==> src/rtl/fixed_to_double_conv_pkg.sv <==
// ============================================================================
// Module      : fp64_pkg
// Description : Shared binary64 field layout constants and the converter
//               state enumeration used by the fixed-to-double converters.
// Revision    : 1.0 - initial release
// ============================================================================
`default_nettype none

package fp64_pkg;

  // binary64 format
  localparam int DBL_BIAS   = 1023;
  localparam int DBL_EXP_W  = 11;
  localparam int DBL_FRAC_W = 52;

  // Bit positions inside the packed word
  localparam int DBL_SIGN_POS = 63;
  localparam int DBL_EXP_MSB  = 62;
  localparam int DBL_EXP_LSB  = 52;
  localparam int DBL_FRAC_MSB = 51;
  localparam int DBL_FRAC_LSB = 0;

  // Exponent arithmetic width (signed, wide enough for any legal parameter mix)
  localparam int EXP_CALC_W = 12;

  typedef enum logic [1:0] {
    ST_IDLE = 2'd0,
    ST_NORM = 2'd1,
    ST_PACK = 2'd2,
    ST_HOLD = 2'd3
  } conv_state_e;

endpackage

`default_nettype wire

==> src/rtl/fixed_to_double_conv_if.sv <==
// ============================================================================
// Module      : fixed_to_double_conv_if
// Description : Sample-in / double-out handshake bundle of the converter.
//               master = producer/consumer side, slave = converter side.
// Revision    : 1.0 - initial release
// ============================================================================
`default_nettype none

interface fixed_to_double_conv_if #(
  parameter int IN_W = 16
);
  logic [IN_W-1:0] in_data;
  logic            in_valid;
  logic            in_ready;
  logic [63:0]     out_double;
  logic            out_valid;
  logic            out_ready;
  logic            busy;

  modport master (
    output in_data, in_valid, out_ready,
    input  in_ready, out_double, out_valid, busy
  );

  modport slave (
    input  in_data, in_valid, out_ready,
    output in_ready, out_double, out_valid, busy
  );
endinterface

`default_nettype wire

==> src/rtl/fixed_to_double_conv_pack_round.sv <==
// ============================================================================
// Module      : fp64_pack_round
// Description : Combinational packer. Takes a normalised magnitude (leading
//               one in the MSB, or all zero), a sign and an unbiased exponent
//               and returns the round-to-nearest-even binary64 word.
// Revision    : 1.0 - initial release
// ============================================================================
`default_nettype none

module fp64_pack_round
  import fp64_pkg::*;
#(
  parameter int MAG_W = 16
) (
  input  logic [MAG_W-1:0]             mag_i,
  input  logic                         sign_i,
  input  logic signed [EXP_CALC_W-1:0] exp_i,
  output logic [63:0]                  double_o
);

  // Bits below the hidden one, followed by a zero guard slot and enough
  // zero padding so the fraction/guard/sticky slices exist for any MAG_W.
  localparam int EXT_W = MAG_W - 1 + DBL_FRAC_W + 1;

  logic [EXT_W-1:0]      w_ext;
  logic [DBL_FRAC_W-1:0] w_frac;
  logic                  w_guard;
  logic                  w_sticky;
  logic                  w_round_up;
  logic [DBL_FRAC_W:0]   w_frac_rnd;
  logic [DBL_EXP_W-1:0]  w_exp_b;
  logic                  w_zero;

  assign w_ext      = {mag_i[MAG_W-2:0], {(DBL_FRAC_W + 1){1'b0}}};
  assign w_frac     = w_ext[EXT_W-1 -: DBL_FRAC_W];
  assign w_guard    = w_ext[EXT_W-DBL_FRAC_W-1];
  assign w_sticky   = |w_ext[EXT_W-DBL_FRAC_W-2:0];
  assign w_round_up = w_guard & (w_sticky | w_frac[0]);
  assign w_frac_rnd = {1'b0, w_frac} + (DBL_FRAC_W + 1)'(w_round_up);

  // A carry out of the fraction leaves the fraction field at zero and bumps the exponent
  assign w_exp_b = DBL_EXP_W'(exp_i + EXP_CALC_W'(DBL_BIAS)
                              + EXP_CALC_W'(w_frac_rnd[DBL_FRAC_W]));

  // Normalised input: a clear MSB can only mean the magnitude is zero
  assign w_zero = ~mag_i[MAG_W-1];

  // Assemble the word; zero always encodes as +0
  always_comb begin
    double_o = 64'h0;
    if (!w_zero) begin
      double_o[DBL_SIGN_POS]                = sign_i;
      double_o[DBL_EXP_MSB:DBL_EXP_LSB]     = w_exp_b;
      double_o[DBL_FRAC_MSB:DBL_FRAC_LSB]   = w_frac_rnd[DBL_FRAC_W-1:0];
    end
  end

endmodule

`default_nettype wire

==> src/rtl/fixed_to_double_conv.sv <==
// ============================================================================
// Module      : fixed_to_double_conv
// Description : Fixed-point (Q-format, signed or unsigned) to IEEE-754
//               binary64 converter with a one-shift-per-cycle normaliser and
//               valid/ready handshakes on both sides.
// Revision    : 1.0 - initial release
// ============================================================================
`default_nettype none

module fixed_to_double_conv
  import fp64_pkg::*;
#(
  parameter int IN_W      = 16,
  parameter int FRAC_BITS = 15,
  parameter int SIGNED    = 1
) (
  input  logic                    clk_operation,
  input  logic                    rst,
  fixed_to_double_conv_if.slave   bus
);

  localparam int SH_W = $clog2(IN_W);
  // Unbiased exponent of an input whose leading one is already in the MSB
  localparam logic signed [EXP_CALC_W-1:0] c_EXP_TOP = EXP_CALC_W'(IN_W - 1 - FRAC_BITS);

  conv_state_e                  state_q, state_d;
  logic [IN_W-1:0]              mag_q, mag_d;
  logic [SH_W-1:0]              sh_q, sh_d;
  logic                         sign_q, sign_d;
  logic [63:0]                  out_double_q, out_double_d;
  logic                         out_valid_q, out_valid_d;

  logic                         w_in_sign;
  logic [IN_W-1:0]              w_in_mag;
  logic signed [EXP_CALC_W-1:0] w_exp;
  logic [63:0]                  w_packed;

  assign w_in_sign = (SIGNED != 0) && bus.in_data[IN_W-1];
  // Most-negative input negates to 2^(IN_W-1), still correct as unsigned
  assign w_in_mag  = w_in_sign ? (~bus.in_data + IN_W'(1)) : bus.in_data;
  assign w_exp     = c_EXP_TOP - EXP_CALC_W'(sh_q);

  fp64_pack_round #(
    .MAG_W (IN_W)
  ) u_pack_round (
    .mag_i    (mag_q),
    .sign_i   (sign_q),
    .exp_i    (w_exp),
    .double_o (w_packed)
  );

  assign bus.in_ready   = (state_q == ST_IDLE);
  assign bus.busy       = (state_q != ST_IDLE);
  assign bus.out_valid  = out_valid_q;
  assign bus.out_double = out_double_q;

  // Next-state and datapath updates for the accept/normalise/pack/hold sequence
  always_comb begin
    state_d      = state_q;
    mag_d        = mag_q;
    sh_d         = sh_q;
    sign_d       = sign_q;
    out_double_d = out_double_q;
    out_valid_d  = out_valid_q;
    case (state_q)
      ST_IDLE: begin
        if (bus.in_valid) begin
          sign_d  = w_in_sign;
          mag_d   = w_in_mag;
          sh_d    = '0;
          state_d = (w_in_mag == '0) ? ST_PACK : ST_NORM;
        end
      end
      ST_NORM: begin
        if (!mag_q[IN_W-1]) begin
          mag_d = mag_q << 1;
          sh_d  = sh_q + SH_W'(1);
        end else begin
          state_d = ST_PACK;
        end
      end
      ST_PACK: begin
        out_double_d = w_packed;
        out_valid_d  = 1'b1;
        state_d      = ST_HOLD;
      end
      ST_HOLD: begin
        if (bus.out_ready) begin
          out_valid_d = 1'b0;
          state_d     = ST_IDLE;
        end
      end
      default: state_d = ST_IDLE;
    endcase
  end

  // State and datapath registers; reset aborts any sample in flight
  always_ff @(posedge clk_operation) begin
    if (rst) begin
      state_q      <= ST_IDLE;
      mag_q        <= '0;
      sh_q         <= '0;
      sign_q       <= 1'b0;
      out_double_q <= 64'h0;
      out_valid_q  <= 1'b0;
    end else begin
      state_q      <= state_d;
      mag_q        <= mag_d;
      sh_q         <= sh_d;
      sign_q       <= sign_d;
      out_double_q <= out_double_d;
      out_valid_q  <= out_valid_d;
    end
  end

endmodule

`default_nettype wire

==> src/flat_wrapper.sv <==
// flat-port wrapper written by rule: the top's interface ports become plain ports
module fixed_to_double_conv_flat import fp64_pkg::*;
#(
  parameter int IN_W      = 16,
  parameter int FRAC_BITS = 15,
  parameter int SIGNED    = 1
)
  (clk_operation, rst, bus_in_data, bus_in_valid, bus_out_ready, bus_in_ready, bus_out_double, bus_out_valid, bus_busy);
  fixed_to_double_conv_if #(.IN_W(IN_W)) bus_i ();
  input  logic clk_operation;
  input  logic rst;
  input wire logic [$bits(bus_i.in_data)-1:0] bus_in_data;
  input wire logic [$bits(bus_i.in_valid)-1:0] bus_in_valid;
  input wire logic [$bits(bus_i.out_ready)-1:0] bus_out_ready;
  output wire logic [$bits(bus_i.in_ready)-1:0] bus_in_ready;
  output wire logic [$bits(bus_i.out_double)-1:0] bus_out_double;
  output wire logic [$bits(bus_i.out_valid)-1:0] bus_out_valid;
  output wire logic [$bits(bus_i.busy)-1:0] bus_busy;
  assign bus_i.in_data = bus_in_data;
  assign bus_i.in_valid = bus_in_valid;
  assign bus_i.out_ready = bus_out_ready;
  assign bus_in_ready = bus_i.in_ready;
  assign bus_out_double = bus_i.out_double;
  assign bus_out_valid = bus_i.out_valid;
  assign bus_busy = bus_i.busy;
  fixed_to_double_conv #(.IN_W(IN_W), .FRAC_BITS(FRAC_BITS), .SIGNED(SIGNED)) u_core (.clk_operation(clk_operation), .rst(rst), .bus(bus_i));
endmodule
==> config.mk <==
export PLATFORM = sky130hd
export DESIGN_NAME = fixed_to_double_conv_flat
export DESIGN_NICKNAME = d
export VERILOG_FILES = /design/src/rtl/fixed_to_double_conv_pkg.sv /design/src/rtl/fixed_to_double_conv_if.sv /design/src/rtl/fixed_to_double_conv_pack_round.sv /design/src/rtl/fixed_to_double_conv.sv /design/src/flat_wrapper.sv
export SDC_FILE = /design/constraint.sdc
export NUM_CORES = 1
export LEC_CHECK = 0
export ABC_AREA = 1
export CORE_MARGIN = 2
export CORE_UTILIZATION = 48
export CTS_CLUSTER_DIAMETER = 50
export DETAILED_ROUTE_END_ITERATION = 10
export PLACE_DENSITY = 0.86
export SLEW_MARGIN = 10
export SYNTH_ARGS = -nofsm -noshare
export SYNTH_HDL_FRONTEND = slang
export SYNTH_SLANG_ARGS = --single-unit
export TNS_END_PERCENT = 50
==> constraint.sdc <==
create_clock -name clk_operation -period 2.1 [get_ports clk_operation]
set_input_delay 0.315 -clock clk_operation [delete_from_list [all_inputs] [get_ports clk_operation]]
set_output_delay 0.315 -clock clk_operation [all_outputs]
set_load 0.05 [all_outputs]
---- Yosys cells after proc, flatten, opt, wreduce, memory -nomap -nowiden ----
Index checks and enable logic that the tools add are counted.
storage, ports and cells
  flip-flop bits (word level) ............. 88
  input bits .............................. 20
  output and inout port bits .............. 67
  logic and storage cells ................. 44
operators by class
  $add $sub $neg .......................... 4
  equal/unequal tests ..................... 7
  multiplexer cells ....................... 15
  bitwise operators ....................... 1
  reductions and logical operators ........ 10
operators by type and width
  operator                number
  $mux 64                 1
  $mux 16                 3
  $pmux 16 s2             1
  $add 16x1->16 const B   1
  $logic_not 16->1        1
  $not 16->16             1
  $add 11x10->11 const B  1
  $mux 2                  4
  $mux 4                  2
  $pmux 2 s4              1
  $pmux 4 s2              1
  $ne 2x2->1 const B      3
  $reduce_and 2->1        3
  $reduce_and 3->1        2
  $reduce_bool 2->1       3
  $sub 1x4->5 const A     1
  $add 4x1->4 const B     1
  $eq 2x2->1 const B      2
  $eq 2x1->1 const B      1
  $logic_not 2->1         1
  $ne 2x1->1 const B      1
  $pmux 1 s2              1
  $mux 1                  1

---- Longest topological paths before layout ----
Gate-level depths: netlist of run 1.
  depth in word-level cells ............... 7
  gate-level depth with buffers ........... 14
  gate-level depth less buffers ........... 14

---- Cells and area by module ----
A second synthesis of run 1 with hierarchy kept.
second synthesis, totals
  cells, all modules ...................... 683
  area total of the unflattened synthesis .. 4,569.4 µm²
modules (own cells, without submodules)
  module                times used  cells each  area each (µm²)  seq. area each (µm²)
  fixed_to_double_conv  1           558         3,885.0          1,761.7
  fp64_pack_round       1           125         684.4            0.0

---- Least setup slack after synthesis of run 1 ----
Ideal clock, no wire load.
  kind .................................... register to register
  start ................................... reg u_core.state_q[0]
  end ..................................... reg u_core.mag_q[14]
  setup time .............................. 0.119 ns
  arrival time ............................ 2.172 ns
  data required time ...................... 1.981 ns
  slack ................................... -0.192 ns
  cell stages (with the launch flop) ...... 11
  buffers on the path ..................... 1
  clock period less this slack ............ 2.292 ns
  path through ............................ dfxtp_1 inv_1 ha_1 inv_1 a21oi_1 inv_1 nand2_2 inv_1 buf_2 o21ai_0 a21oi_1
between the ends
  cells in the longest elaborated chain, start to end .. 3
  elaborated cells on any way between the ends .. 7
  classes of those cells .................. 3 x eq/ne; 1 x mux; 3 x reduce/logical
RTL lines
  element                                                           RTL line                     text
  start: declaration                                                fixed_to_double_conv.sv:26   conv_state_e state_q, state_d;
  start signal: assignment                                          fixed_to_double_conv.sv:107  state_q <= state_d;
  $logic_not 2->1 *                                                 n/a
  via bus_in_ready                                                  flat_wrapper.sv:15           output wire logic [$bits(bus_i.in_ready)-1:0] bus_in_ready;
  $ne 2x2->1 (no line) / $reduce_bool 2->1 (equally long branches)  n/a
  $reduce_and 3->1 (no line)                                        n/a
  end signal: assignment                                            fixed_to_double_conv.sv:108  mag_q <= mag_d;
  end: declaration                                                  fixed_to_double_conv.sv:27   logic [IN_W-1:0] mag_q, mag_d;
Mark *: on every way through the listed nets, which the timed path passes. The rest lies on a longest branch.
A chain may end at the register's enable or synchronous reset.

---- Final worst setup path of run 1 ----
  start ................................... reg u_core.state_q[0]
  end ..................................... reg u_core.mag_q[5]
between the ends
  cells in the longest elaborated chain, start to end .. 3
  elaborated cells on any way between the ends .. 7
  classes of those cells .................. 3 x eq/ne; 1 x mux; 3 x reduce/logical
RTL lines
  element                                                           RTL line                    text
  $eq 2x1->1 / $logic_not 2->1 (equally long branches)              fixed_to_double_conv.sv:65  case (state_q)
  $ne 2x2->1 (no line) / $reduce_bool 2->1 (equally long branches)  n/a
  $reduce_and 3->1 (no line)                                        n/a
Several ways; a longest one is shown, not always the timed one.

==> results.sh, run 1 <==
export IMPL_p_leak_nw=1.55
export IMPL_clock_sinks=51
export IMPL_fmax_ghz=0.536
export IMPL_ys_ff_latch=51
export IMPL_outcome="complete, no violations"
export IMPL_critPathKind="reg2reg"
export IMPL_synth_cell_area_um2=2950
export IMPL_slew_violations=0
export IMPL_fillCellCount=567
export IMPL_die_w_um=82.4
export IMPL_synth_top_family_by_area="simple AND/OR/NAND/NOR gates"
export IMPL_start_util=0.498
export IMPL_track_usage=0.195
export IMPL_drtIter0Drc=169
export IMPL_antenna_cells=0
export IMPL_setup_slack_ns=0.234
export IMPL_synth_area_per_cell_um2=6.67
export IMPL_dpl_worst_slack_ns=-0.0648
export IMPL_synth_xor_area_share=0.0119
export IMPL_antenna_found_initial=0
export IMPL_grt_pass1_vias=2479
export IMPL_ctsLongestPathBuffers=2
export IMPL_wl_per_cell_um=11.1
export IMPL_core_um2=5920
export IMPL_drv_cap=0
export IMPL_cts_tree="yes"
export IMPL_crit_path_start_kind="register"
export IMPL_h_tree_depth=2
export IMPL_yosysSeqAreaShare=0.346
export IMPL_crit_required_ns=2.29
export IMPL_endpoint_kind="register"
export IMPL_hold_class="reg2reg"
export IMPL_drive_gt1_frac=0.0687
export IMPL_holdWs_ns=0.469
export IMPL_viasPerCell=4.92
export IMPL_post_route_period_util=0.889
export IMPL_yosysWarnings=0
export IMPL_ys_types=28
export IMPL_portBuffers=49
export IMPL_muxShareOfSynthArea=0
export IMPL_synthAdderAreaFrac=0.0382
export IMPL_clockRootBuffer="clkbuf_8"
export IMPL_power_density_nw_per_um2=1000
export IMPL_finalCriticalPeriod_ns=1.87
export IMPL_hpwl_um=5060
export IMPL_syn_to_final_growth_pct=18.7
export IMPL_dieArea_um2=6790
export IMPL_clk_pin_slew_ns=0.09
export IMPL_worst_pin_slew_ns=0.506
export IMPL_io_pin_count=87
export IMPL_gp_congestion=0.881
export IMPL_grt_pass1_wl_um=10400
export IMPL_drtPass1Iterations=4
export IMPL_post_cts_buffers=0
export IMPL_grt_overflow=0
export IMPL_drc=0
export IMPL_rsz0062_at_grt="no"
export IMPL_path_max_fanout=10
export IMPL_finalHoldViolations=0
export IMPL_skew_ns=0.00988
export IMPL_synth_compound_area_frac=0.156
export IMPL_post_route_util=0.591
export IMPL_yosys_area_share_simple=0.282
export IMPL_synthCells=442
export IMPL_postCtsHoldBufs=0
export IMPL_die_y_um=82.4
export IMPL_wl_um=6320
export IMPL_rows=28
export IMPL_vias=2804
export IMPL_fin_nets=523
export IMPL_clkLatencyLatePin_ns=0.30
export IMPL_grt_max_degree=35
export IMPL_slew_headroom=0.661
export IMPL_antenna_left=0
export IMPL_cts_repair_resized=0
export IMPL_cts_buffers=5
export IMPL_arrival_ns=2.06
export IMPL_ir_worst_vdd_v=0.000534
export IMPL_setup_viol=0
-- synthesized netlist by cell type --
master | instances | share of area
dfxtp_1 | 51 | 0.35
buf_4 | 38 | 0.097
o211ai_1 | 2 | 0.0051
nand3b_1 | 3 | 0.0076
a22oi_1 | 1 | 0.0025
clkbuf_1 | 11 | 0.014
buf_2 | 3 | 0.0051
o21ai_1 | 2 | 0.0034
xor2_1 | 4 | 0.012
o21ai_0 | 21 | 0.036
nand2_2 | 4 | 0.0085
a21oi_2 | 1 | 0.0030
a2bb2oi_1 | 1 | 0.0030
nor2_1 | 27 | 0.034
clkinv_1 | 1 | 0.0013
conb_1 | 1 | 0.0013
nand3_1 | 26 | 0.044
nor2_2 | 4 | 0.0085
nand4_1 | 5 | 0.011
o21bai_1 | 2 | 0.0051
a21oi_1 | 54 | 0.092
ha_1 | 9 | 0.038
inv_2 | 2 | 0.0025
nor3_1 | 1 | 0.0017
a31oi_1 | 3 | 0.0064
inv_1 | 36 | 0.046
nor3_2 | 1 | 0.0034
nand2_1 | 128 | 0.16
-- state kept, by name (all words and copies together) (netlist names) --
| signal | count |
|---|---|
| u_core.sh_q | 4 |
| u_core.bus.out_valid | 1 |
| u_core.state_q | 2 |
| u_core.sign_q | 1 |
| u_core.mag_q | 16 |
| u_core.bus.out_double | 27 |
-- metrics by stage --
step	total power, W	std cells	area (um2)	TNS, ns
6_report	0.00350	570	3500	0
5_1_grt	0.00376	570	3500	0
4_1_cts	0.00350	570	3500	0
3_5_place_dp	0.00297	562	3420	-0.0648
3_3_place_gp	0.00292	562	3420	0
2_1_floorplan	0.00257	478	3090	0
-- worst max-delay path: stages (launching register included) --
cell and delay [ns]:
dfxtp_1 0.39, inv_1 0.08, ha_2 0.22, nand2_1 0.08, inv_1 0.07, a21oi_1 0.17, inv_1 0.10, nand2_2 0.07
inv_1 0.13, buf_4 0.18, o21ai_0 0.19, a21oi_1 0.06
-- path summary, 6_finish.rpt --
| kind | endpoint | start | slack [ns] | cells past startpoint |
|---|---|---|---|---|
| setup / recovery | u_core.mag_q[5] | u_core.state_q[0] | 0.23 | 11 |
| hold / removal | u_core.bus.out_double[52] | u_core.bus.out_double[52] | 0.47 | 2 |
| setup reg to reg | u_core.mag_q[5] | u_core.state_q[0] | 0.23 | 11 |
| hold reg to reg | u_core.bus.out_double[52] | u_core.bus.out_double[52] | 0.47 | 2 |
-- final cells by class --
class                   instances  area [um2]  share of cell area
well taps                      75        93.8              0.0268
clock buffers                   6        72.6              0.0207
clock inverters                 2        12.5             0.00357
multi-input cells             336        1580               0.451
inverters                      39         146              0.0418
repair buffers                 61         576               0.164
flip-flops and latches         51        1020               0.292
-- cell families (layout without fill, tap and decap cells) --
family	count (synthesis)	count (layout)
AOI/OAI and AO/OA	87	87
xor gates and xnor gates	4	4
adders and majority gates	9	9
buffers and inverters	91	108
DFF	51	51
other	1	37
and+or+nand+nor	199	199
-- cell usage in the layout (no fill, tap or decap) --
cell type,Yosys,layout
o211ai_1,2,2
ha_2,0,1
a2bb2oi_1,1,1
dfxtp_1,51,51
o21bai_1,2,2
ha_1,9,8
nor2_2,4,4
clkinv_2,0,1
o21ai_1,2,2
clkdlybuf4s50_1,0,47
nand4_1,5,5
nor3_1,1,1
a21oi_2,1,1
nand3b_1,3,3
nand2_2,4,4
conb_1,1,37
a22oi_1,1,1
clkinvlp_4,0,1
clkinv_1,1,1
inv_1,36,36
clkbuf_8,0,5
inv_2,2,2
a21oi_1,54,54
nor3_2,1,1
nand3_1,26,26
a31oi_1,3,3
xor2_1,4,4
buf_4,38,14
nand2_1,128,128
o21ai_0,21,21
nor2_1,27,27
clkbuf_1,11,1
-- routing by layer --
metal | global-route usage | vias up | part of all wire
li1 | - | 1456 | -
met1 | 0.245 | 1246 | 0.45
met2 | 0.337 | 92 | 0.48
met3 | 0.0304 | 10 | 0.055
met4 | 0.0667 | 0 | 0.018
met5 | 0 | - | 0
-- power by group --
part           leakage, nW  total (W)  switching [W]  internal [W]
sequential           0.415    0.00130       0.000151       0.00115
clock               0.0412   0.000544       0.000310      0.000233
combinational         1.09    0.00166        0.00113      0.000529
total                 1.55    0.00350        0.00159       0.00191
Note: power is estimated with default switching activity, not from simulation.
==> inputs of run 2 (changes only) <==
- CORE_UTILIZATION: 48 -> 52
- DONT_BUFFER_PORTS: not set -> 1
- PLACE_DENSITY: 0.86 -> 0.72
==> run 2 against run 1 <==
Compared with the run above:
- sequential power increased by 7%
- global-route usage shrank 0.35 points
- final cell count down 10%
- largest cell class unchanged
==> results.sh, run 2 (synthesis results as in run 1) <==
export IMPL_drtIter0Drc=109
export IMPL_clkLatencyLatePin_ns=0.31
export IMPL_skew_ns=0.0127
export IMPL_cts_repair_resized=0
export IMPL_setup_tns_ns=0
export IMPL_clk_pin_slew_ns=0.10
export IMPL_crit_path_start_kind="register"
export IMPL_portBuffers=0
export IMPL_path_max_fanout=11
export IMPL_fin_nets=468
export IMPL_viasPerCell=5.03
export IMPL_grt_max_degree=36
export IMPL_hold_class="in2reg"
export IMPL_postCtsHoldBufs=0
export IMPL_wl_per_cell_um=11.8
export IMPL_h_tree_depth=2
export IMPL_ctsLongestPathBuffers=2
export IMPL_hpwl_um=4560
export IMPL_grt_pass1_vias=2184
export IMPL_die_y_um=79.3
export IMPL_grt_overflow=0
export IMPL_slew_violations=0
export IMPL_endpoint_kind="register"
export IMPL_critPathKind="reg2reg"
export IMPL_reg2reg_to="u_core.state_q[1]"
export IMPL_largest_reg_flops=27
export IMPL_drtPass1Iterations=4
export IMPL_final_common_cell="nand2_1"
export IMPL_finalCriticalPeriod_ns=1.81
export IMPL_crit_required_ns=2.35
export IMPL_rsz0062_at_grt="no"
export IMPL_die_w_um=79.3
export IMPL_ir_worst_vdd_v=0.000552
export IMPL_setup_slack_ns=0.286
export IMPL_track_usage=0.191
export IMPL_post_cts_buffers=0
export IMPL_dieArea_um2=6290
export IMPL_crit_slowest_cell="dfxtp_1"
export IMPL_antenna_found_initial=0
export IMPL_outcome="complete, no violations"
export IMPL_reg2regPathDepth=9
export IMPL_core_um2=5510
export IMPL_cp_endpoint="u_core.state_q[1]"
export IMPL_start_util=0.536
export IMPL_fin_area_um2=3020
export IMPL_vias=2577
export IMPL_critPathMaxStageDelay_ns=0.40
export IMPL_dpl_worst_slack_ns=0.293
export IMPL_clock_sinks=51
export IMPL_finalHoldViolations=0
export IMPL_io_pin_count=87
export IMPL_slew_headroom=0.643
export IMPL_arrival_ns=2.07
export IMPL_drv_cap=0
export IMPL_timing_rr_start="u_core.state_q[1]"
export IMPL_critPathLaunch="u_core.state_q[1]"
export IMPL_clockRootBuffer="clkbuf_8"
export IMPL_path_cells="inv_1, ha_1, inv_1, nor2_1, nor3_1, inv_1, nor2_1, nand2_1, a21oi_2"
export IMPL_post_route_period_util=0.864
export IMPL_grt_pass1_wl_um=9720
export IMPL_cts_tree="yes"
export IMPL_final_cell_mix="nand2_1, a21oi_1, dfxtp_1, conb_1, inv_1"
export IMPL_rows=27
export IMPL_drc=0
export IMPL_antenna_cells=0
export IMPL_drive_gt1_frac=0.0614
export IMPL_dpl_cell_area_um2=2880
export IMPL_cts_buffers=5
export IMPL_wl_um=6060
export IMPL_fmax_ghz=0.551
export IMPL_r2r_slack_ns=0.29
export IMPL_worst_pin_slew_ns=0.535
export IMPL_power_density_nw_per_um2=1190
export IMPL_antenna_left=0
export IMPL_worst_path_most_repeated_cell="inv_1"
export IMPL_setup_viol=0
export IMPL_gp_congestion=0.894
export IMPL_syn_to_final_growth_pct=2.29
export IMPL_p_leak_nw=1.37
run 2: cell count changes in the layout (fill, tap and decap cells not counted):
cell / change
clkbuf_1: -1
buf_4: -8
clkinv_2: -1
clkdlybuf4s50_1: -47
bufinv_16: +2
run 2: through the flow:
stage / util / instances / power, W / hold WS (ns)
floorplan: - / 478 / 0.00257 / 0.438
global placement: 0.523 / 504 / 0.00279 / 0.381
detailed placement: 0.523 / 504 / 0.00281 / 0.383
CTS: 0.548 / 512 / 0.00361 / 0.0484
global route: 0.548 / 512 / 0.00385 / 0.0380
finish: 0.548 / 512 / 0.00360 / 0.0551
run 2: worst min-delay path by stage:
stage	depth (start not counted)	start	slack, ns	end
after CTS	1	rst	0.05	u_core.state_q[1]
final	1	rst	0.06	u_core.state_q[1]
after global routing	1	rst	0.04	u_core.state_q[1]
after floorplan	2	u_core.sign_q	0.44	u_core.bus.out_double[63]
after global placement	1	rst	0.38	u_core.state_q[1]
after detailed placement	1	rst	0.38	u_core.state_q[1]
run 2: critical path: cells and delay by family (launching register included):
kind,cells,cell delay [ns]
AOI/OAI and AO/OA,1,0.10
adders and majority gates,1,0.25
DFF,1,0.40
and+or+nand+nor,4,0.56
buffers and inverters,3,0.45
run 2: per-layer routing:
metal	share of wire	track usage	wire length (um)	vias to the layer above
met5	0	0	0	-
met2	0.46	0.307	2800	91
li1	-	-	-	1347
met4	0.014	0.0621	84	0
met3	0.061	0.0409	371	8
met1	0.46	0.256	2810	1131
run 2: final cells by class:
type / instances / area (um2)
inverters: 39 / 146
clock buffers: 5 / 68.8
repair buffers: 6 / 45.0
flip-flops and latches: 51 / 1020
multi-input cells: 336 / 1580
clock inverters: 3 / 67.6
fillers: 550 / 2490
well taps: 72 / 90.1
run 2: power by group:
part,internal [W],switching [W]
Sequential,0.00115,0.000239
Combinational,0.000421,0.000990
Clock,0.000475,0.000327
Total,0.00205,0.00156
==> inputs of run 3 (changes only) <==
- CAP_MARGIN: not set -> 25
==> results of run 3 <==
Final layout, timing and power as in run 2 (identical DEF).
